File: config.mk
export PLATFORM = sky130hd
export DESIGN_NAME = use_lane_arbiter
export DESIGN_NICKNAME = d
export VERILOG_FILES = /design/src/rtl/roc_lane_pkg.sv /design/src/rtl/use_lane_prio_sel.sv /design/src/rtl/use_lane_arbiter.sv
export SDC_FILE = /design/constraint.sdc
export NUM_CORES = 1
export LEC_CHECK = 0
export BUFFER_PORTS_ARGS = -buffer_cell sky130_fd_sc_hd__clkbuf_2
export CORE_MARGIN = 4
export CORE_UTILIZATION = 59
export DETAILED_ROUTE_END_ITERATION = 8
export MAX_ROUTING_LAYER = met4
export PLACE_DENSITY = 0.83
export SETUP_SLACK_MARGIN = 0.5
export SYNTH_ARGS = -nofsm -noshare
export SYNTH_HDL_FRONTEND = slang
export SYNTH_SLANG_ARGS = --single-unit
File: constraint.sdc
create_clock -name clk -period 6.2 [get_ports clk]
set_input_delay 0.31 -clock clk [delete_from_list [all_inputs] [get_ports clk]]
set_output_delay 0.31 -clock clk [all_outputs]
set_load 0.03 [all_outputs]
File: src/rtl/roc_lane_pkg.sv
// Shared constants and FSM encoding for the ROC lane-select path.
// Latency: n/a (types and constants only).
// Backpressure: n/a.
package roc_lane_pkg;

    // Arbiter FSM encoding
    typedef enum logic [1:0] {
        ST_IDLE     = 2'd0,
        ST_DEBOUNCE = 2'd1,
        ST_PENDING  = 2'd2
    } lane_state_t;

    // Lane-mask width on the ROC
    localparam int ROC_NLANE = 4;

    // Source indices; lower index wins
    localparam int SRC_DCS    = 0;
    localparam int SRC_SERIAL = 1;

    // Width of a source index, never narrower than one bit
    function automatic int src_width(input int nsrc);
        return (nsrc > 1) ? $clog2(nsrc) : 1;
    endfunction

endpackage

File: src/rtl/use_lane_prio_sel.sv
// Priority encoder: picks the lowest-index source driving a non-zero lane mask.
// Latency: combinational, zero cycles.
// Backpressure: none; output follows the inputs continuously.
module use_lane_prio_sel
    import roc_lane_pkg::*;
#(
    parameter int NSRC  = 2,
    parameter int NLANE = ROC_NLANE,
    parameter int SRCW  = src_width(NSRC)
) (
    input  logic [NSRC*NLANE-1:0] src_lanes,
    output logic                  cand_valid,
    output logic [SRCW-1:0]       cand_src,
    output logic [NLANE-1:0]      cand_mask
);

    // Scan from lowest priority upward so the highest-priority hit is written last
    always_comb begin
        cand_valid = 1'b0;
        cand_src   = '0;
        cand_mask  = '0;
        for (int i = NSRC - 1; i >= 0; i--) begin
            if (src_lanes[i*NLANE +: NLANE] != '0) begin
                cand_valid = 1'b1;
                cand_src   = SRCW'(i);
                cand_mask  = src_lanes[i*NLANE +: NLANE];
            end
        end
    end

endmodule

File: src/rtl/use_lane_arbiter.sv
// Debounced lane-mask arbiter; optional switch counter under USE_LANE_SWITCH_CNT_EN.
// Latency: a steady new candidate applies STABLE_CYC edges after the edge that first samples it, if safe_i.
// Backpressure: safe_i low holds a debounced change in PENDING indefinitely; no timeout.
module use_lane_arbiter
    import roc_lane_pkg::*;
#(
    parameter int NSRC       = 2,
    parameter int NLANE      = ROC_NLANE,
    parameter int STABLE_CYC = 4,
    localparam int SRCW      = src_width(NSRC),
    localparam int CNTW      = $clog2(STABLE_CYC + 1)
) (
    input  logic                  clk,
    input  logic                  reset_n,
    input  logic [NSRC*NLANE-1:0] src_lanes,
    input  logic                  safe_i,
    output logic [NLANE-1:0]      use_lane_o,
    output logic [SRCW-1:0]       active_src_o,
    output logic                  active_valid_o,
    output logic                  lane_change_o,
    output logic                  pending_o
`ifdef USE_LANE_SWITCH_CNT_EN
    ,
    output logic [15:0]           switch_cnt_o
`endif
);

    // Tuple layout: {valid, src, mask}; all fields take part in change detection
    localparam int TW = 1 + SRCW + NLANE;
    localparam logic [CNTW-1:0] CNT_LAST = CNTW'(STABLE_CYC - 1);
    localparam logic [CNTW-1:0] CNT_ONE  = CNTW'(1);
    // With a one-cycle debounce the first sighting already satisfies stability
    localparam lane_state_t FIRST_ST = (STABLE_CYC == 1) ? ST_PENDING : ST_DEBOUNCE;

    logic              cand_valid;
    logic [SRCW-1:0]   cand_src;
    logic [NLANE-1:0]  cand_mask;

    logic [TW-1:0]     cand_t;
    logic [TW-1:0]     applied_t;
    logic [TW-1:0]     held_q;
    logic [TW-1:0]     held_d;
    logic [CNTW-1:0]   cnt_q;
    logic [CNTW-1:0]   cnt_d;
    lane_state_t       state_q;
    lane_state_t       state_d;
    logic              apply;

    use_lane_prio_sel #(
        .NSRC  (NSRC),
        .NLANE (NLANE),
        .SRCW  (SRCW)
    ) u_prio_sel (
        .src_lanes  (src_lanes),
        .cand_valid (cand_valid),
        .cand_src   (cand_src),
        .cand_mask  (cand_mask)
    );

    assign cand_t    = {cand_valid, cand_src, cand_mask};
    assign applied_t = {active_valid_o, active_src_o, use_lane_o};
    assign pending_o = (state_q == ST_DEBOUNCE) || (state_q == ST_PENDING);

    // Next-state, held candidate, debounce count and apply strobe
    always_comb begin
        state_d = state_q;
        held_d  = held_q;
        cnt_d   = cnt_q;
        apply   = 1'b0;
        case (state_q)
            ST_IDLE: begin
                if (cand_t != applied_t) begin
                    held_d  = cand_t;
                    cnt_d   = CNT_ONE;
                    state_d = FIRST_ST;
                end
            end
            ST_DEBOUNCE: begin
                if (cand_t == held_q) begin
                    if (cnt_q == CNT_LAST) begin
                        state_d = ST_PENDING;
                    end else begin
                        cnt_d = cnt_q + CNT_ONE;
                    end
                end else if (cand_t == applied_t) begin
                    // Input glitched back to what is already applied
                    state_d = ST_IDLE;
                end else begin
                    held_d  = cand_t;
                    cnt_d   = CNT_ONE;
                    state_d = FIRST_ST;
                end
            end
            ST_PENDING: begin
                if (cand_t != held_q) begin
                    if (cand_t == applied_t) begin
                        state_d = ST_IDLE;
                    end else begin
                        held_d  = cand_t;
                        cnt_d   = CNT_ONE;
                        state_d = FIRST_ST;
                    end
                end else if (safe_i) begin
                    apply   = 1'b1;
                    state_d = ST_IDLE;
                end
            end
            default: begin
                state_d = ST_IDLE;
            end
        endcase
    end

    // State, debounce bookkeeping and registered outputs
    always_ff @(posedge clk) begin
        if (!reset_n) begin
            state_q        <= ST_IDLE;
            held_q         <= '0;
            cnt_q          <= '0;
            use_lane_o     <= '0;
            active_src_o   <= '0;
            active_valid_o <= 1'b0;
            lane_change_o  <= 1'b0;
        end else begin
            state_q       <= state_d;
            held_q        <= held_d;
            cnt_q         <= cnt_d;
            lane_change_o <= apply;
            if (apply) begin
                {active_valid_o, active_src_o, use_lane_o} <= held_q;
            end
        end
    end

`ifdef USE_LANE_SWITCH_CNT_EN
    logic [15:0] switch_cnt;

    // Saturating count of applied lane changes
    always_ff @(posedge clk) begin
        if (!reset_n) begin
            switch_cnt <= '0;
        end else if (apply && (switch_cnt != 16'hFFFF)) begin
            switch_cnt <= switch_cnt + 16'd1;
        end
    end

    assign switch_cnt_o = switch_cnt;
`endif

endmodule

* After elaboration in Yosys (flattened, before gate mapping)
Index checks and enable logic that the tools add are counted.
Storage, ports and cells: register bits after elaboration 18
Cells by class: multiplexer cells 26, add/subtract/negate cells 1, equality and inequality tests 13, reductions and logical operators 8
Operator list (count):
- 6-bit 2-to-1 mux | 4
- 6-bit case mux with 3 select lines | 1
- 3-bit 2-to-1 mux | 5
- 6-bit == test | 2
- 6-bit != test | 2
- 2-bit 2-to-1 mux | 5
- 3-bit case mux with 3 select lines | 1
- 4-bit 2-to-1 mux | 2
- 4-bit AND reduction | 2
- 4-bit nonzero test | 2
- 1-bit 2-to-1 mux | 7
- 3-bit by 2-bit != test with 1-bit output (second input constant) | 2
- 2-bit case mux with 3 select lines | 1
- 2-bit != test (second input constant) | 2
- 3-bit by 1-bit adder with 3-bit output (second input constant) | 1
- 3-bit by 2-bit == test with 1-bit output (second input constant) | 1
- 3-bit != test (second input constant) | 1
- 3-bit AND reduction | 1
- 3-bit nonzero test | 1
- 2-bit by 1-bit == test with 1-bit output (second input constant) | 1
- 2-bit == test (second input constant) | 1
- 2-bit logical NOT | 1
- 2-bit by 1-bit != test with 1-bit output (second input constant) | 1
- 1-bit logical OR | 1

* Longest topological paths before layout
word-level depth 7, mapped depth 9, gate-level depth less buffers 7

* Hierarchy
Synthesis repeated with hierarchy kept, for this count alone.
Second synthesis, totals: cells, all modules 129, area, all modules 1124.8 sq um
Modules (own cells, without submodules):
- use_lane_arbiter | instances 1, area each 1041.0 sq um, cells each 116
- use_lane_prio_sel | instances 1, area each 83.8 sq um, cells each 13

* Worst setup path after synthesis
No wires, ideal clock.
path type input to register, start point input port src_lanes[0], end point register cnt_q[0], setup slack 3.738 ns, data required time 6.081 ns, stages 9, data arrival time 2.343 ns, path through buf_2 -> or4_4 -> nor4_4 -> a311oi_2 -> nor4_4 -> a221o_2 -> buf_6 -> o21ai_2 -> o221a_1
On the way: cells in the longest elaborated chain, start to end 6
RTL lines:
- from (decl) | RTL line use_lane_arbiter.sv:15 | input logic [NSRC*NLANE-1:0] src_lanes,
- 4-bit nonzero test | RTL line use_lane_prio_sel.sv:23 | if (src_lanes[i*NLANE +: NLANE] != '0) begin
- 4-bit 2-to-1 mux / 1-bit 2-to-1 mux (equally long branches) | RTL line use_lane_prio_sel.sv:23
- 6-bit == test | RTL line use_lane_arbiter.sv:85, use_lane_arbiter.sv:96
- 3-bit 2-to-1 mux
- 3-bit 2-to-1 mux (on tied branches)
- 3-bit case mux with 3 select lines | RTL line use_lane_arbiter.sv:70 | case (state_q)
- to (signal assigned) | RTL line use_lane_arbiter.sv:127 | cnt_q <= cnt_d;
- to (decl) | RTL line use_lane_arbiter.sv:43 | logic [CNTW-1:0] cnt_q;
Parallel ways exist; a longest one is shown, timed or not. The select of a mux whose other input is x is not followed. A chain may end at the register's enable or synchronous reset.

* Worst setup path after layout
start point input port src_lanes[1], end point register active_src_o
On the way: cells in the longest elaborated chain, start to end 5
RTL lines:
- 4-bit nonzero test | RTL line use_lane_prio_sel.sv:23
- 4-bit 2-to-1 mux / 1-bit 2-to-1 mux (equally long branches) | RTL line use_lane_prio_sel.sv:23
- 6-bit != test * | RTL line use_lane_arbiter.sv:95 | if (cand_t != held_q) begin
- 1-bit 2-to-1 mux * | RTL line use_lane_arbiter.sv:95
- 1-bit 2-to-1 mux * | RTL line use_lane_arbiter.sv:70
- to (signal assigned) | RTL line use_lane_arbiter.sv:130 | {active_valid_o, active_src_o, use_lane_o} <= held_q;
- to (decl) | RTL line use_lane_arbiter.sv:18 | output logic [SRCW-1:0] active_src_o,
Every way passes the cells marked *; elsewhere a longest branch is shown, timed or not.

==> impl_metrics.env <==
export IMPL_fmax_mhz=402
export IMPL_cts_tree="yes"
export IMPL_vias_per_cell=6.08
export IMPL_pwr_share_clk_pct=25.8
export IMPL_layout_drive_gt1_share_pct=21.9
export IMPL_cts_resized=0
export IMPL_yosys_cell_types_count=42
export IMPL_rsz0062_at_grt="no"
export IMPL_syn_area_mm2=0.00119
export IMPL_cts_buffer_depth=2
export IMPL_layout_setup_ws_ps=3710
export IMPL_cap_violations=0
export IMPL_root_buffer="clkbuf_4"
export IMPL_layout_nets=165
export IMPL_yosys_area_top_type="dfxtp_1"
export IMPL_r2r_slack_ps=3990
export IMPL_syn_inst=131
export IMPL_hold_path_endpoint="cnt_q[0]$_SDFFE_PN0P_"
export IMPL_drt_iter0_markers=34
export IMPL_sw_frac_of_total_pct=26.9
export IMPL_cts_hold_buf=0
export IMPL_synth_flop_cell="dfxtp_1"
export IMPL_grt_usage_pct=20.7
export IMPL_cts_setup_buffers=0
export IMPL_grt_overflow=0
export IMPL_pwr_share_comb_pct=16.9
export IMPL_critPathSlowestCell="or4_4"
export IMPL_fin_crit_sh_pct=40.1
export IMPL_async_reset_ff_share_pct=0
export IMPL_power_frac_seq_pct=57.3
export IMPL_routed_via_count=1039
export IMPL_yosys_register_bits=18
export IMPL_skew_ps=1.50
export IMPL_h_tree_depth=1
export IMPL_startpoint_type="primary input"
export IMPL_synth_edf_count=0
export IMPL_clk_pin_slew_worst_paths_ps=90
export IMPL_cp_required_ps=6370
export IMPL_cts_buffers=3
export IMPL_clock_latency_ps=290
export IMPL_place_ws_ps=3430
export IMPL_critical_path_max_fanout=10
export IMPL_min_path_type="in2reg"
export IMPL_path_cells="clkbuf_2 -> or4_4 -> nor4_4 -> a311oi_2 -> nor4_4 -> and3_1 -> mux2i_1 -> nor2_1"
export IMPL_areaGrowthSynthToFinish_pct=8.54
export IMPL_first_pass_iters=4
export IMPL_grt_pass1_vias=940
export IMPL_hold_viol=0
export IMPL_slew_headroom_pct=55.7
export IMPL_grt_pass1_wl_um=4170
export IMPL_antenna_found_initial=0
export IMPL_final_fill_count=151
export IMPL_finalWirelength_um=2490
export IMPL_timing_rr_start="held_q[5]$_SDFFE_PN0P_"
export IMPL_worst_pin_slew_ps=655
export IMPL_setup_viol=0
export IMPL_cts_sinks=18
export IMPL_synth_area_leaders="dfxtp_1 (30%), mux2i_1 (6.8%), ha_1 (6.3%), nor3_1 (5.9%), nor4_4 (3.6%)"
export IMPL_vdd_drop_max_mv=0.124
export IMPL_power_switching_mw=0.0578
export IMPL_hold_start="reset_n"
export IMPL_hold_path_depth=2
export IMPL_reg2reg_depth=6
export IMPL_stdcell_count=171
export IMPL_dp_cells=168
export IMPL_fin_setup_tns_ps=0
export IMPL_max_stage_delay_ps=590
export IMPL_start_util_pct=65.2
export IMPL_ant_nets=0
export IMPL_yosysWarnings=0
export IMPL_die_h_um=52.8
export IMPL_cpMostUsedCell="nor4_4"
export IMPL_critPathLaunch="src_lanes[1]"
export IMPL_wl_per_cell_um=14.5
export IMPL_gp_congestion=0.894
export IMPL_design_die_area_mm2=0.00279
export IMPL_maxSlewViolCount=0
export IMPL_fp_coreArea_mm2=0.00182
export IMPL_endpoint_kind="register"
export IMPL_syn_num_nets=148
export IMPL_path_class="in2reg"
export IMPL_internal_power_mw=0.157
export IMPL_power_leakage_nw=0.496
export IMPL_syn_area_per_cell_um2=9.05
export IMPL_drc=0
export IMPL_synth_seq_area_share_pct=30.4
export IMPL_p_per_area_mw_per_mm2=167
export IMPL_port_buffers=18
export IMPL_dpl_hpwl_um=1960
export IMPL_antennaDiodeCount=0
export IMPL_placementRows=15
export IMPL_timing_rr_end="active_src_o$_SDFFE_PN0P_"
export IMPL_io_pins=19
export IMPL_status="finished, final reports clean"
export IMPL_grt_max_degree=16
export IMPL_arrival_ps=2660
export IMPL_layout_min_cycle_time_ps=2490
export IMPL_yosys_area_top_type_share_pct=30.4
export IMPL_fp_dieW_um=52.8
[flip-flops by register name, indices dropped and copies added (netlist names)]
signal          flops
held_q              6
use_lane_o          4
cnt_q               3
state_q             2
active_src_o        1
active_valid_o      1
lane_change_o       1
[worst max path at each step]
| stage | endpoint |
|---|---|
| finish | active_src_o$_SDFFE_PN0P_ |
| global route | active_src_o$_SDFFE_PN0P_ |
| CTS | active_src_o$_SDFFE_PN0P_ |
| detailed placement | active_src_o$_SDFFE_PN0P_ |
| global placement | use_lane_o[3]$_SDFFE_PN0P_ |
| floorplan | cnt_q[0]$_SDFFE_PN0P_ |
[worst max-delay path, delay by kind of cell]
kind / cells / cell delay [ps]
AO/OA/AOI/OAI: 1 / 80
AND/OR/NAND/NOR: 5 / 1850
multiplexers: 1 / 250
buffers and inverters: 1 / 160
[per-stage QoR]
step	utilization (%)	hold slack [ps]	power, mW	instance area (um2)
floorplan	-	432	0.153	1190
global placement	69.5	459	0.160	1260
detailed placement	69.5	491	0.162	1260
CTS	70.7	284	0.216	1290
global route	70.7	284	0.226	1290
finish	70.7	284	0.215	1290
[kinds of logic (layout without fill, tap and decap cells)]
group	Yosys count	after routing	synth area share (%)
buf+inv	17	32	7.07
simple gates	55	55	30.7
fa+ha+maj	6	6	6.33
flops	18	18	30.4
mux	8	8	6.75
compound gates	23	23	15.8
xor+xnor	4	4	2.95
[layout by cell type (no fill, tap or decap), types with 2 or more instances in the layout]
cell | synthesis | final
nor3_1 | 14 | 14
a211o_1 | 2 | 2
nor2_1 | 11 | 11
dfxtp_1 | 18 | 18
o21a_1 | 2 | 2
nor3b_1 | 2 | 2
clkbuf_2 | 0 | 18
a21boi_0 | 2 | 2
a311oi_2 | 2 | 2
inv_1 | 11 | 11
nor4_4 | 2 | 2
nor4b_1 | 4 | 4
mux2i_1 | 8 | 8
xnor2_1 | 4 | 4
nor4_1 | 2 | 2
or4_4 | 2 | 2
nor2b_1 | 6 | 6
a21oi_1 | 3 | 3
o22ai_1 | 5 | 5
ha_1 | 6 | 6
clkbuf_4 | 0 | 3
[synth_stat cells (2+ instances only)]
| library cell | n |
|---|---|
| a311oi_2 | 2 |
| nor3_1 | 14 |
| buf_6 | 2 |
| clkbuf_1 | 2 |
| ha_1 | 6 |
| nor4_4 | 2 |
| a211o_1 | 2 |
| inv_1 | 11 |
| a21oi_1 | 3 |
| o22ai_1 | 5 |
| or4_4 | 2 |
| nor2b_1 | 6 |
| nor2_1 | 11 |
| o21a_1 | 2 |
| a21boi_0 | 2 |
| nor4_1 | 2 |
| mux2i_1 | 8 |
| nor3b_1 | 2 |
| xnor2_1 | 4 |
| dfxtp_1 | 18 |
| nor4b_1 | 4 |
[final cells by class]
cell class / count / area (um2) / share of cell area, %
clock buffers: 3 / 22.5 / 1.75
flip-flops and latches: 18 / 360 / 28.0
inverters: 11 / 41.3 / 3.21
repair buffers: 18 / 90.1 / 7.00
well taps: 25 / 31.3 / 2.43
multi-input cells: 96 / 742 / 57.6
[metal layers]
layer,up-vias,part of all wire (%),track usage (%)
met5,-,0,-
met4,0,1.1,5.11
met3,4,3.9,5.13
met2,23,50,34.3
met1,500,45,25.0
li1,512,-,-
[power groups by stage]
stage / sequential (mW) / clock, mW / combinational (mW)
6_report: 0.123 / 0.0553 / 0.0364
4_1_cts: 0.123 / 0.0565 / 0.0361
3_3_place_gp: 0.125 / 0 / 0.0346
3_5_place_dp: 0.126 / 0 / 0.0360
5_1_grt: 0.123 / 0.0622 / 0.0404
2_1_floorplan: 0.125 / 0 / 0.0283
No activity file was read; power rests on OpenSTA's default activity.
